`src/rtl/proc_pkg.sv`:
```
`default_nettype none
`timescale 1ns/1ps
// ============================================================================
// Module      : proc_pkg
// Description : Shared opcodes, FSM state encoding and flag bit positions for
//               the 4-bit processor control unit.
// Revision    : 1.0 - initial release
// ============================================================================
package proc_pkg;

   // Instruction opcodes (instr[7:4])
   localparam logic [3:0] OP_NOP  = 4'h0;
   localparam logic [3:0] OP_ADD  = 4'h1;
   localparam logic [3:0] OP_SUB  = 4'h2;
   localparam logic [3:0] OP_AND  = 4'h3;
   localparam logic [3:0] OP_OR   = 4'h4;
   localparam logic [3:0] OP_XOR  = 4'h5;
   localparam logic [3:0] OP_CMP  = 4'h6;
   localparam logic [3:0] OP_LDI  = 4'h7;
   localparam logic [3:0] OP_JMP  = 4'h8;
   localparam logic [3:0] OP_JZ   = 4'h9;
   localparam logic [3:0] OP_HALT = 4'hF;

   // Sequencer FSM states
   localparam logic [2:0] ST_IDLE   = 3'd0;
   localparam logic [2:0] ST_FETCH  = 3'd1;
   localparam logic [2:0] ST_DECODE = 3'd2;
   localparam logic [2:0] ST_ISSUE  = 3'd3;
   localparam logic [2:0] ST_WAIT   = 3'd4;
   localparam logic [2:0] ST_WB     = 3'd5;
   localparam logic [2:0] ST_HALTED = 3'd6;

   // Bit positions inside alu_flag / flags
   localparam int FLAG_LT = 4;
   localparam int FLAG_GT = 3;
   localparam int FLAG_EQ = 2;
   localparam int FLAG_C  = 1;
   localparam int FLAG_B  = 0;

   // Opcodes that go through the external ALU
   function automatic logic is_alu_op(input logic [3:0] op);
      return (op >= OP_ADD) && (op <= OP_CMP);
   endfunction

   // ALU opcodes whose result lands in the accumulator (CMP only sets flags)
   function automatic logic writes_acc(input logic [3:0] op);
      return (op >= OP_ADD) && (op <= OP_XOR);
   endfunction

endpackage
`default_nettype wire

```
`src/rtl/seq_pc_counter.sv`:
```
`default_nettype none
`timescale 1ns/1ps
// ============================================================================
// Module      : seq_pc_counter
// Description : Program counter with synchronous load / increment and
//               asynchronous active-low clear. Increment wraps modulo 2**PC_W.
// Revision    : 1.0 - initial release
// ============================================================================
module seq_pc_counter #(
   parameter int PC_W = 4
) (
   input  logic            clk,
   input  logic            rst_n,
   input  logic            load,
   input  logic [PC_W-1:0] load_val,
   input  logic            inc,
   output logic [PC_W-1:0] pc
);

   // Load has priority over increment; natural overflow gives the wrap
   always_ff @(posedge clk or negedge rst_n) begin
      if (!rst_n) begin
         pc <= '0;
      end else if (load) begin
         pc <= load_val;
      end else if (inc) begin
         pc <= pc + 1'b1;
      end
   end

endmodule
`default_nettype wire

```
`src/rtl/alu_sequencer.sv`:
```
`default_nettype none
`timescale 1ns/1ps
// ============================================================================
// Module      : alu_sequencer
// Description : Multi-cycle control unit of the 4-bit processor. Fetches
//               8-bit instructions, issues ALU operations to a registered
//               external ALU, and owns the accumulator and program counter.
// Revision    : 1.0 - initial release
// ============================================================================
module alu_sequencer
   import proc_pkg::*;
#(
   parameter int ALU_LAT = 2,
   parameter int PC_W    = 4
) (
   input  logic            clk,
   input  logic            reset,
   input  logic            start,
   output logic            imem_rd_en,
   output logic [PC_W-1:0] imem_addr,
   input  logic [7:0]      imem_rdata,
   input  logic            imem_valid,
   output logic [3:0]      alu_opcode,
   output logic [3:0]      alu_a,
   output logic [3:0]      alu_b,
   input  logic [3:0]      alu_result,
   input  logic [4:0]      alu_flag,
   output logic [3:0]      acc,
   output logic [4:0]      flags,
   output logic [PC_W-1:0] pc,
   output logic            busy,
   output logic            halted
);

   // Last value of the latency counter while in WAIT (counter reads 1 after ISSUE)
   localparam logic [2:0] LAST_WAIT = 3'(ALU_LAT - 1);

   logic [2:0]      state;
   logic [2:0]      state_nxt;
   logic [7:0]      instr;
   logic [2:0]      lat_cnt;
   logic            pc_load;
   logic            pc_inc;
   logic [PC_W-1:0] pc_load_val;
   logic [PC_W-1:0] jump_target;

   wire [3:0] op  = instr[7:4];
   wire [3:0] imm = instr[3:0];

   // Jump target is the immediate, truncated or zero-extended to the PC width
   generate
      if (PC_W <= 4) begin : g_tgt_narrow
         assign jump_target = imm[PC_W-1:0];
      end else begin : g_tgt_wide
         assign jump_target = {{(PC_W-4){1'b0}}, imm};
      end
   endgenerate

   assign imem_addr = pc;

   seq_pc_counter #(
      .PC_W (PC_W)
   ) u_pc (
      .clk      (clk),
      .rst_n    (reset),
      .load     (pc_load),
      .load_val (pc_load_val),
      .inc      (pc_inc),
      .pc       (pc)
   );

   // State register
   always_ff @(posedge clk or negedge reset) begin
      if (!reset) begin
         state <= ST_IDLE;
      end else begin
         state <= state_nxt;
      end
   end

   // Next-state logic: one instruction in flight, start only honoured when idle/halted
   always_comb begin
      state_nxt = state;
      case (state)
         ST_IDLE, ST_HALTED: begin
            if (start) state_nxt = ST_FETCH;
         end
         ST_FETCH: begin
            if (imem_valid) state_nxt = ST_DECODE;
         end
         ST_DECODE: begin
            if (is_alu_op(op))       state_nxt = ST_ISSUE;
            else if (op == OP_HALT)  state_nxt = ST_HALTED;
            else                     state_nxt = ST_FETCH;
         end
         ST_ISSUE: begin
            state_nxt = (ALU_LAT == 1) ? ST_WB : ST_WAIT;
         end
         ST_WAIT: begin
            if (lat_cnt == LAST_WAIT) state_nxt = ST_WB;
         end
         ST_WB: begin
            state_nxt = ST_FETCH;
         end
         default: begin
            state_nxt = ST_IDLE;
         end
      endcase
   end

   // Output decode: memory request, ALU drive window and PC control per state
   always_comb begin
      imem_rd_en  = 1'b0;
      alu_opcode  = 4'b0000;
      alu_a       = 4'b0000;
      alu_b       = 4'b0000;
      pc_load     = 1'b0;
      pc_inc      = 1'b0;
      pc_load_val = '0;
      busy        = (state != ST_IDLE) && (state != ST_HALTED);
      halted      = (state == ST_HALTED);
      case (state)
         ST_IDLE, ST_HALTED: begin
            pc_load = start;
         end
         ST_FETCH: begin
            imem_rd_en = 1'b1;
         end
         ST_DECODE: begin
            case (op)
               OP_LDI: begin
                  pc_inc = 1'b1;
               end
               OP_JMP: begin
                  pc_load     = 1'b1;
                  pc_load_val = jump_target;
               end
               OP_JZ: begin
                  if (acc == 4'd0) begin
                     pc_load     = 1'b1;
                     pc_load_val = jump_target;
                  end else begin
                     pc_inc = 1'b1;
                  end
               end
               OP_HALT: begin
                  pc_inc = 1'b0;
               end
               default: begin
                  // NOP and unassigned opcodes just advance; ALU ops advance at WB
                  pc_inc = !is_alu_op(op);
               end
            endcase
         end
         ST_ISSUE, ST_WAIT: begin
            alu_opcode = op;
            alu_a      = imm;
            alu_b      = acc;
         end
         ST_WB: begin
            pc_inc = 1'b1;
         end
         default: begin
            pc_inc = 1'b0;
         end
      endcase
   end

   // Datapath: instruction latch, ALU latency counter, accumulator and flags
   always_ff @(posedge clk or negedge reset) begin
      if (!reset) begin
         instr   <= 8'h00;
         lat_cnt <= 3'd0;
         acc     <= 4'd0;
         flags   <= 5'd0;
      end else begin
         if ((state == ST_FETCH) && imem_valid) begin
            instr <= imem_rdata;
         end
         if (state == ST_ISSUE) begin
            lat_cnt <= 3'd1;
         end else if (state == ST_WAIT) begin
            lat_cnt <= lat_cnt + 3'd1;
         end
         if ((state == ST_DECODE) && (op == OP_LDI)) begin
            acc <= imm;
         end else if ((state == ST_WB) && writes_acc(op)) begin
            acc <= alu_result;
         end
         if (state == ST_WB) begin
            flags <= alu_flag;
         end
      end
   end

endmodule
`default_nettype wire

```
`config.mk`:
```
export PLATFORM = sky130hd
export DESIGN_NAME = alu_sequencer
export DESIGN_NICKNAME = d
export VERILOG_FILES = /design/src/rtl/proc_pkg.sv /design/src/rtl/seq_pc_counter.sv /design/src/rtl/alu_sequencer.sv
export SDC_FILE = /design/constraint.sdc
export NUM_CORES = 1
export LEC_CHECK = 0
export ABC_CLOCK_PERIOD_IN_PS = 1740
export CAP_MARGIN = 10
export CORE_ASPECT_RATIO = 1.75
export CORE_MARGIN = 5
export CORE_UTILIZATION = 31
export CTS_CLUSTER_SIZE = 28
export DETAILED_ROUTE_END_ITERATION = 10
export GPL_TIMING_DRIVEN = 1
export HOLD_SLACK_MARGIN = 0.1
export PLACE_DENSITY = 0.59
export SYNTH_ARGS = -nofsm -noshare
export SYNTH_HDL_FRONTEND = slang
export SYNTH_SLANG_ARGS = --single-unit
```
`constraint.sdc`:
```
create_clock -name clk -period 1.74 [get_ports clk]
set_input_delay 0.174 -clock clk [delete_from_list [all_inputs] [get_ports clk]]
set_output_delay 0.174 -clock clk [all_outputs]
set_load 0.005 [all_outputs]
```
Word level (Yosys, flattened, before mapping)
Index checks and enable logic that the tools add are counted.
- bits in registers: 27
- logic and storage cells: 68
- reductions and logical operators: 17
- $lt $le $gt $ge: 3
- add/subtract/negate cells: 2
- mux-type cells: 25
- equality and inequality tests: 15
- operators with widths (cell ; number):
    2-to-1 mux 4 bit ; 9
    2-to-1 mux 3 bit ; 7
    one-hot mux 3 bit (6 select lines) ; 1
    == test 4 bit (second input constant) ; 3
    == test 3 bit (second input constant) ; 3
    less-or-equal comparator 4 x 3 -> 1 bit (second input constant) ; 2
    one-hot mux 4 bit (2 select lines) ; 1
    == test 3 x 1 -> 1 bit (second input constant) ; 2
    == test 3 x 2 -> 1 bit (second input constant) ; 2
    logical AND 1 bit ; 6
    != test 2 bit (second input constant) ; 3
    one-hot mux 1 bit (2 select lines) ; 3
    nonzero test 2 bit ; 3
    OR reduction 2 bit ; 3
    adder 4 x 1 -> 4 bit (second input constant) ; 1
    == test 4 x 3 -> 1 bit (second input constant) ; 1
    greater-or-equal comparator 4 x 1 -> 1 bit (second input constant) ; 1
    zero test 4 bit ; 1
    adder 3 x 1 -> 3 bit (second input constant) ; 1
    zero test 3 bit ; 1
    2-to-1 mux 1 bit ; 3
    != test 3 bit (second input constant) ; 1
    one-hot mux 1 bit (3 select lines) ; 1
    AND reduction 3 bit ; 1
    2 further kinds ; 2

Depth between registers and ports, before layout
Gate-level depths: netlist (run 1).
- depth after elaboration: 7
- mapped depth: 7
- depth with buffers taken out: 7

Cells and area by module
Synthesis (run 1) repeated with hierarchy kept, for this count alone.
- cell total of the unflattened synthesis: 152
- area, all modules: 1580.3 um^2
- modules (own cells, without submodules) (module ; seq. area each (um^2) ; cells each ; area each (um^2) ; times used):
    alu_sequencer ; 575.6 ; 134 ; 1377.6 ; 1
    seq_pc_counter ; 100.1 ; 18 ; 202.7 ; 1

Worst setup path after synthesis (run 1)
Ideal clock, no wire load.
- path type: register to register
- start point: register state[2]
- end point: register acc[0]
- library setup time: 0.125 ns
- buffers on the path: 0
- slack: -0.190 ns
- clock period less this slack: 1.930 ns
- arrival time: 1.805 ns
- cell stages (with the launch flop): 5
- required time: 1.615 ns
- cell sequence: dfrtp_1 > or3b_4 > nor3_1 > mux2_2 > mux2_2
- word-level cells in the longest chain between the ends: 3
- ends and longest elaborated chain (item ; RTL line ; RTL):
    start, declared ; alu_sequencer.sv:38 ; logic [2:0] state;
    start signal, assigned ; alu_sequencer.sv:77 ; state <= state_nxt;
    == test 3 x 2 -> 1 bit or == test 3 bit (tied branches) ; alu_sequencer.sv:185, alu_sequencer.sv:187 ;
    logical AND 1 bit (on tied branches) ; alu_sequencer.sv:185, alu_sequencer.sv:187 ;
    2-to-1 mux 4 bit or nonzero test 2 bit (tied branches) ; - ;
    end signal, assigned ; alu_sequencer.sv:186 ; acc <= imm;
    end signal, assigned ; alu_sequencer.sv:188 ; acc <= alu_result;
    end, declared ; alu_sequencer.sv:28 ; output logic [3:0] acc,
Parallel ways exist; a longest one is shown, timed or not.
A chain may end at the register's enable or synchronous reset.

Final worst setup path (run 1)
- start point: register state[0]
- end point: register acc[1]
The elaborated chain is that of the path after synthesis.

==> flow_summary.toml, run 1 <==
[outcome]
outcome = "finished, violations left"
violations = "negative setup slack"

[floorplan]
io_pins = 53
rows = 34
die-area_sq_um = 6620
die_h_um = 104
core_area_sq_um = 4930
die_x_um = 63.7
start_util = 0.317

[logic_synthesis]
ys_top_cells_by_area = "dfrtp_1, mux2_2, and2_1"
synth.net_count = 179
syn-cell-area_sq_um = 1560
synthAdderAreaFrac = 0.0240
synth-xor-area-share = 0
synth_top_family_by_area = "simple AND/OR/NAND/NOR gates"
synthMuxAreaShare = 0.151
yosys.area.top_type = "dfrtp_1"
yosys_warnings = 0
synth.top_cell.area_share = 0.432
synth_compound_area_frac = 0.139
syn_area_per_cell_sq_um = 10.1
ys_types = 35
syn-instance-count = 155
ys_seq_area_frac = 0.432
synth_seq_cells = 27
synth-simple-area-share = 0.203

[global_routing]
use_met2 = 0.267
grt-ovfl-total = 0
grt_pass1_vias = 1631
grt_use_met3 = 0.0270
grt_usage = 0.136
met1_usage = 0.131
grt_pass1_wl_um = 7360
top_usage_layer = "met2"
grt_antenna_before_repair = 0
grt_max_degree = 28

[job]
cap_violations = 0

[power_and_ir_drop]
max-vdd-ir-drop_mv = 0.892
p_leak_uw = 0.00115
power_density_nw_per_um2 = 1750

[critical_path]
endpoint_kind = "flop"
critical_path_required_ns = 1.91
critical_path_class = "reg2reg"
cp_cell_sequence = "buf_6 > or3b_4 > nor3_4 > mux2_2 > mux2_2"
worst-r2r-setup-slack_ns = -0.18
path_max_fanout = 5
cp.buffers_inverters = 1
crit_family = "simple AND/OR/NAND/NOR gates"
cp_common_cell = "mux2_2"
cpPeakStageDelay_ns = 0.42
cp.arrival_ns = 2.09
cp_slowest_cell = "or3b_4"
critical_path_depth = 5
rr_worst_depth = 5
cp-start-kind = "flop"

[sta]
fin_ws_ns = -0.179
maxSlewHeadroom = 0.753
tightest_slew_ns = 0.370
rsz0062_at_grt = "yes"
finalHoldViolations = 0
skew_ns = 0.00601
slew_violations = 0
fin_crit_sh = 1.10
final.min_clock_period_ns = 1.92
setup_viol = 19
max_freq_mhz = 521

[clock_network]
ctsHoldBuffers = 0
cts_buffer_depth = 2
cts.clk_slew.worst_paths_ns = 0.10
clkSinkCount = 27
cts_tree = "yes"
clk_latency_ns = 0.27
h-tree-depth = 1
cts_inserted_buffers = 3
cts_root_buf = "clkbuf_8"

[drt]
drc = 0
wl_per_cell_um = 15.3
ant_nets = 0
num_vias = 1503
viasPerCell = 5.04
drt-total-wl_um = 4550
dr.first_iter.drc_count = 22
drt_pass1_iterations = 4

[final_layout]
utilization = 0.527
seq_area_sq_um = 676
n_fill_cell = 464
final_cell_mix = "clkdlybuf4s50_1, buf_4, dfrtp_1"
nets = 269
antenna_cells = 0
drive_above_1_share = 0.443
multi_input_area_sq_um = 942
area_delta_synth_final_pct = 66.5

[placed_design]
dpl_worst_slack_ns = -0.0917
port_buffers = 52
dp_hpwl_um = 3430
gp_congestion = 0.808

[hold_path]
hold_class = "in2async"
-- flip-flops by register name, summed over array words and instances, names as in the netlist --
name,cells
state,3
u_pc.pc,4
acc,4
lat_cnt,3
instr,8
flags,5
-- worst paths after layout --
path,from,end
worst max-delay path,state[0],acc[1]
worst min-delay path,reset,acc[2]
worst max register to register,state[0],acc[1]
worst min register to register,flags[4],flags[4]
max in group asynchronous,reset,flags[1]
min in group clk,imem_rdata[4],instr[4]
-- cells by family (layout without fill, tap and decap cells) --
kind of cell	after synthesis	after routing
AO/OA/AOI/OAI	30	30
adder cells (fa/ha/maj)	3	3
AND/OR/NAND/NOR	57	57
buffers and inverters	17	106
multiplexers	21	21
flip-flops	27	27
-- worst reg2reg max path, cell delays in order (launching register included) --
cell     delay [ns]
dfrtp_1        0.40
buf_6          0.12
or3b_4         0.42
nor3_4         0.25
mux2_2         0.37
mux2_2         0.25
-- metrics by stage --
stage | instances | setup TNS [ns] | area [sq um] | total power [uW] | hold WS (ns)
final | 298 | -1.63 | 2600 | 4550 | 0.267
after global routing | 298 | -3.16 | 2600 | 4910 | 0.288
after CTS | 296 | -1.32 | 2550 | 4430 | 0.282
after detailed placement | 277 | -0.442 | 2340 | 3720 | 0.496
after global placement | 277 | -0.380 | 2340 | 3700 | 0.488
after floorplan | 155 | -0.253 | 1610 | 2430 | -0.122
-- cells in the mapped netlist, drive strengths merged --
cell and count:
a311oi 1, or3 1, or3b 3, o21ba 1
a21oi 8, o41a 2, a32oi 3, clkbuf 8
nor3 6, nor2 10, inv 5, o21bai 1
nor3b 1, o21a 1, o22ai 1, nand2 9
mux2 21, a22oi 1, o211ai 1, nand2b 1
a32o 1, and2 14, buf 4, nand3 7
ha 3, o21ai 6, dfrtp 27, or2 1
o221ai 2, and3 3, nand3b 1, a311o 1
-- layer usage --
metal | vias up | part of all wire
met3 | 11 | 0.037
met5 | - | 0
li1 | 731 | -
met4 | 0 | 0.027
met2 | 32 | 0.58
met1 | 729 | 0.35
-- cell type report --
cell class | count | area share
clock buffer | 3 | 0.0159
clock inverter | 1 | 0.00289
inverter | 5 | 0.00722
multi-input combinational | 111 | 0.362
sequential | 27 | 0.260
tap | 54 | 0.0260
timing repair buffer | 97 | 0.326
-- power breakdown --
group / internal (uW) / leakage, uW / switching [uW]
combinational: 1800 / 0.000807 / 1190
sequential: 925 / 0.000320 / 267
clock: 162 / 0.0000217 / 209
-- repair_timing --
| item | in CTS | in global routing |
|---|---|---|
| pin swaps | 11 | 7 |
| buffers inserted | 14 | 2 |
| cloned | 1 | 0 |
| gates resized for setup | 57 | 26 |
| setup endpoints to repair | 23 | 24 |
Note: power is estimated with default switching activity, not from simulation.
==> run 2: changes to the inputs <==
--- a/config.mk
+++ b/config.mk
@@ -9,12 +9,14 @@
 export CAP_MARGIN = 10
 export CORE_ASPECT_RATIO = 1.75
 export CORE_MARGIN = 5
-export CORE_UTILIZATION = 31
+export CORE_UTILIZATION = 41
+export CTS_BUF_LIST = sky130_fd_sc_hd__clkbuf_16
 export CTS_CLUSTER_SIZE = 28
 export DETAILED_ROUTE_END_ITERATION = 10
+export GPL_ROUTABILITY_DRIVEN = 0
 export GPL_TIMING_DRIVEN = 1
 export HOLD_SLACK_MARGIN = 0.1
-export PLACE_DENSITY = 0.59
+export PLACE_DENSITY = 0.75
 export SYNTH_ARGS = -nofsm -noshare
 export SYNTH_HDL_FRONTEND = slang
 export SYNTH_SLANG_ARGS = --single-unit
==> flow_summary.toml, run 2 (same netlist as run 1, synthesis figures left out) <==
[final_layout]
n_fill_cell = 250
drive_above_1_share = 0.456
largest-register = "instr"
final_cell_mix = "buf_4, clkdlybuf4s50_1, dfrtp_1"
stdcell_area_sq_um = 2690
reg_top3 = "instr x8, flags x5"
area_delta_synth_final_pct = 71.8
antenna_cells = 0
nets = 273
layout_commonest_cell = "buf_4"
largest_reg_flops = 8
utilization = 0.733

[clock_network]
h-tree-depth = 1
cts_tree = "yes"
clkSinkCount = 27
cts_buffer_depth = 2
clk_latency_ns = 0.26
cts.clk_slew.worst_paths_ns = 0.07
cts_root_buf = "clkbuf_16"
cts_inserted_buffers = 3

[sta]
maxSlewHeadroom = 0.765
fin_setup_tns_ns = -2.16
setup_viol = 21
timing.hold.ws_ns = 0.294
rsz0062_at_grt = "yes"
skew_ns = 0.00179
max_freq_mhz = 507
tightest_slew_ns = 0.353
final.min_clock_period_ns = 1.97
slew_violations = 0
fin_ws_ns = -0.231
finalHoldViolations = 0
fin_crit_sh = 1.13

[drt]
num_vias = 1626
wl_per_cell_um = 18.1
drt_pass1_iterations = 4
drc = 0
viasPerCell = 5.53
dr.first_iter.drc_count = 43
drt-total-wl_um = 5310
ant_nets = 0

[floorplan]
core_area_sq_um = 3660
io_pins = 53
die_x_um = 56.7
start_util = 0.426
die-area_sq_um = 5190
die_h_um = 91.7
rows = 29

[job]
cap_violations = 0

[hold_path]
hold_class = "in2async"

[critical_path]
cpPeakStageDelay_ns = 0.43
critical_path_required_ns = 1.89
cp_slowest_cell = "dfrtp_2"
critical_path_class = "reg2reg"
cp_common_cell = "mux2_2"
cp.buffers_inverters = 1
cp_cell_sequence = "buf_6 > or3b_4 > nor3_4 > mux2_2 > mux2_2"
cp.arrival_ns = 2.12
crit_family = "simple AND/OR/NAND/NOR gates"
endpoint_kind = "flop"
path_max_fanout = 5
cp-start-kind = "flop"

[global_routing]
grt_antenna_before_repair = 0
grt_pass1_vias = 1777
grt-ovfl-total = 0
grt_pass1_wl_um = 8380
grt_max_degree = 28
grt_usage = 0.205

[placed_design]
port_buffers = 52
dp_hpwl_um = 3580
dpl_worst_slack_ns = -0.167
placed_area_sq_um = 2340

[power_and_ir_drop]
max-vdd-ir-drop_mv = 1.15
power_density_nw_per_um2 = 1850
p_leak_uw = 0.00120

[outcome]
outcome = "finished, violations left"
violations = "negative setup slack"
-- run 2: through the flow --
stage	instances	total power [uW]
5_1_grt	294	5270
4_1_cts	284	4540
6_report	294	4980
2_1_floorplan	155	2430
3_5_place_dp	270	3750
3_3_place_gp	270	3620
-- run 2: timing repair --
action | CTS | global route
hold buffers | 0 | 0
gates cloned | 1 | 0
gates resized for setup | 37 | 51
endpoints found under the setup margin | 25 | 23
buffers inserted | 9 | 11
endpoints found under the hold margin | 0 | 0
pin swaps | 3 | 10
-- run 2: worst register-to-register path, stage by stage (launching register included) --
cell,delay (ns)
dfrtp_2,0.43
buf_6,0.12
or3b_4,0.42
nor3_4,0.25
mux2_2,0.38
mux2_2,0.26
-- run 2: path summary, 6_finish.rpt --
| check | from | to | slack [ns] | cells past startpoint |
|---|---|---|---|---|
| setup / recovery | state[0] | acc[0] | -0.23 | 5 |
| max in group asynchronous | reset | state[0] | 1.16 | 2 |
| hold reg to reg | flags[0] | flags[0] | 0.51 | 1 |
| min in group clk | flags[0] | flags[0] | 0.51 | 1 |
| setup reg to reg | state[0] | acc[0] | -0.23 | 5 |
| hold / removal | reset | instr[6] | 0.29 | 2 |
-- run 2: layer usage --
| metal | global-route usage | up-vias | wire [um] |
|---|---|---|---|
| met5 | 0 | - | 0 |
| met4 | 0.133 | 0 | 231 |
| met3 | 0.0365 | 19 | 260 |
| met2 | 0.369 | 65 | 2980 |
| met1 | 0.212 | 803 | 1840 |
| li1 | - | 739 | - |
-- run 2: report_power, final --
| part | total (uW) | internal, uW | switching, uW |
|---|---|---|---|
| combinational | 3200 | 1920 | 1280 |
| clock | 517 | 308 | 210 |
| sequential | 1260 | 932 | 331 |
| total | 4980 | 3150 | 1830 |
-- run 2: layout make-up --
cell class,instances,area (sq um),share of cell area
clock buffers,3,75.1,0.0280
repair buffers,101,908,0.338
clock inverters,1,3.75,0.00140
inverters,5,18.8,0.00699
multi-input cells,111,943,0.351
well taps,46,57.6,0.0214
flip-flops and latches,27,678,0.253
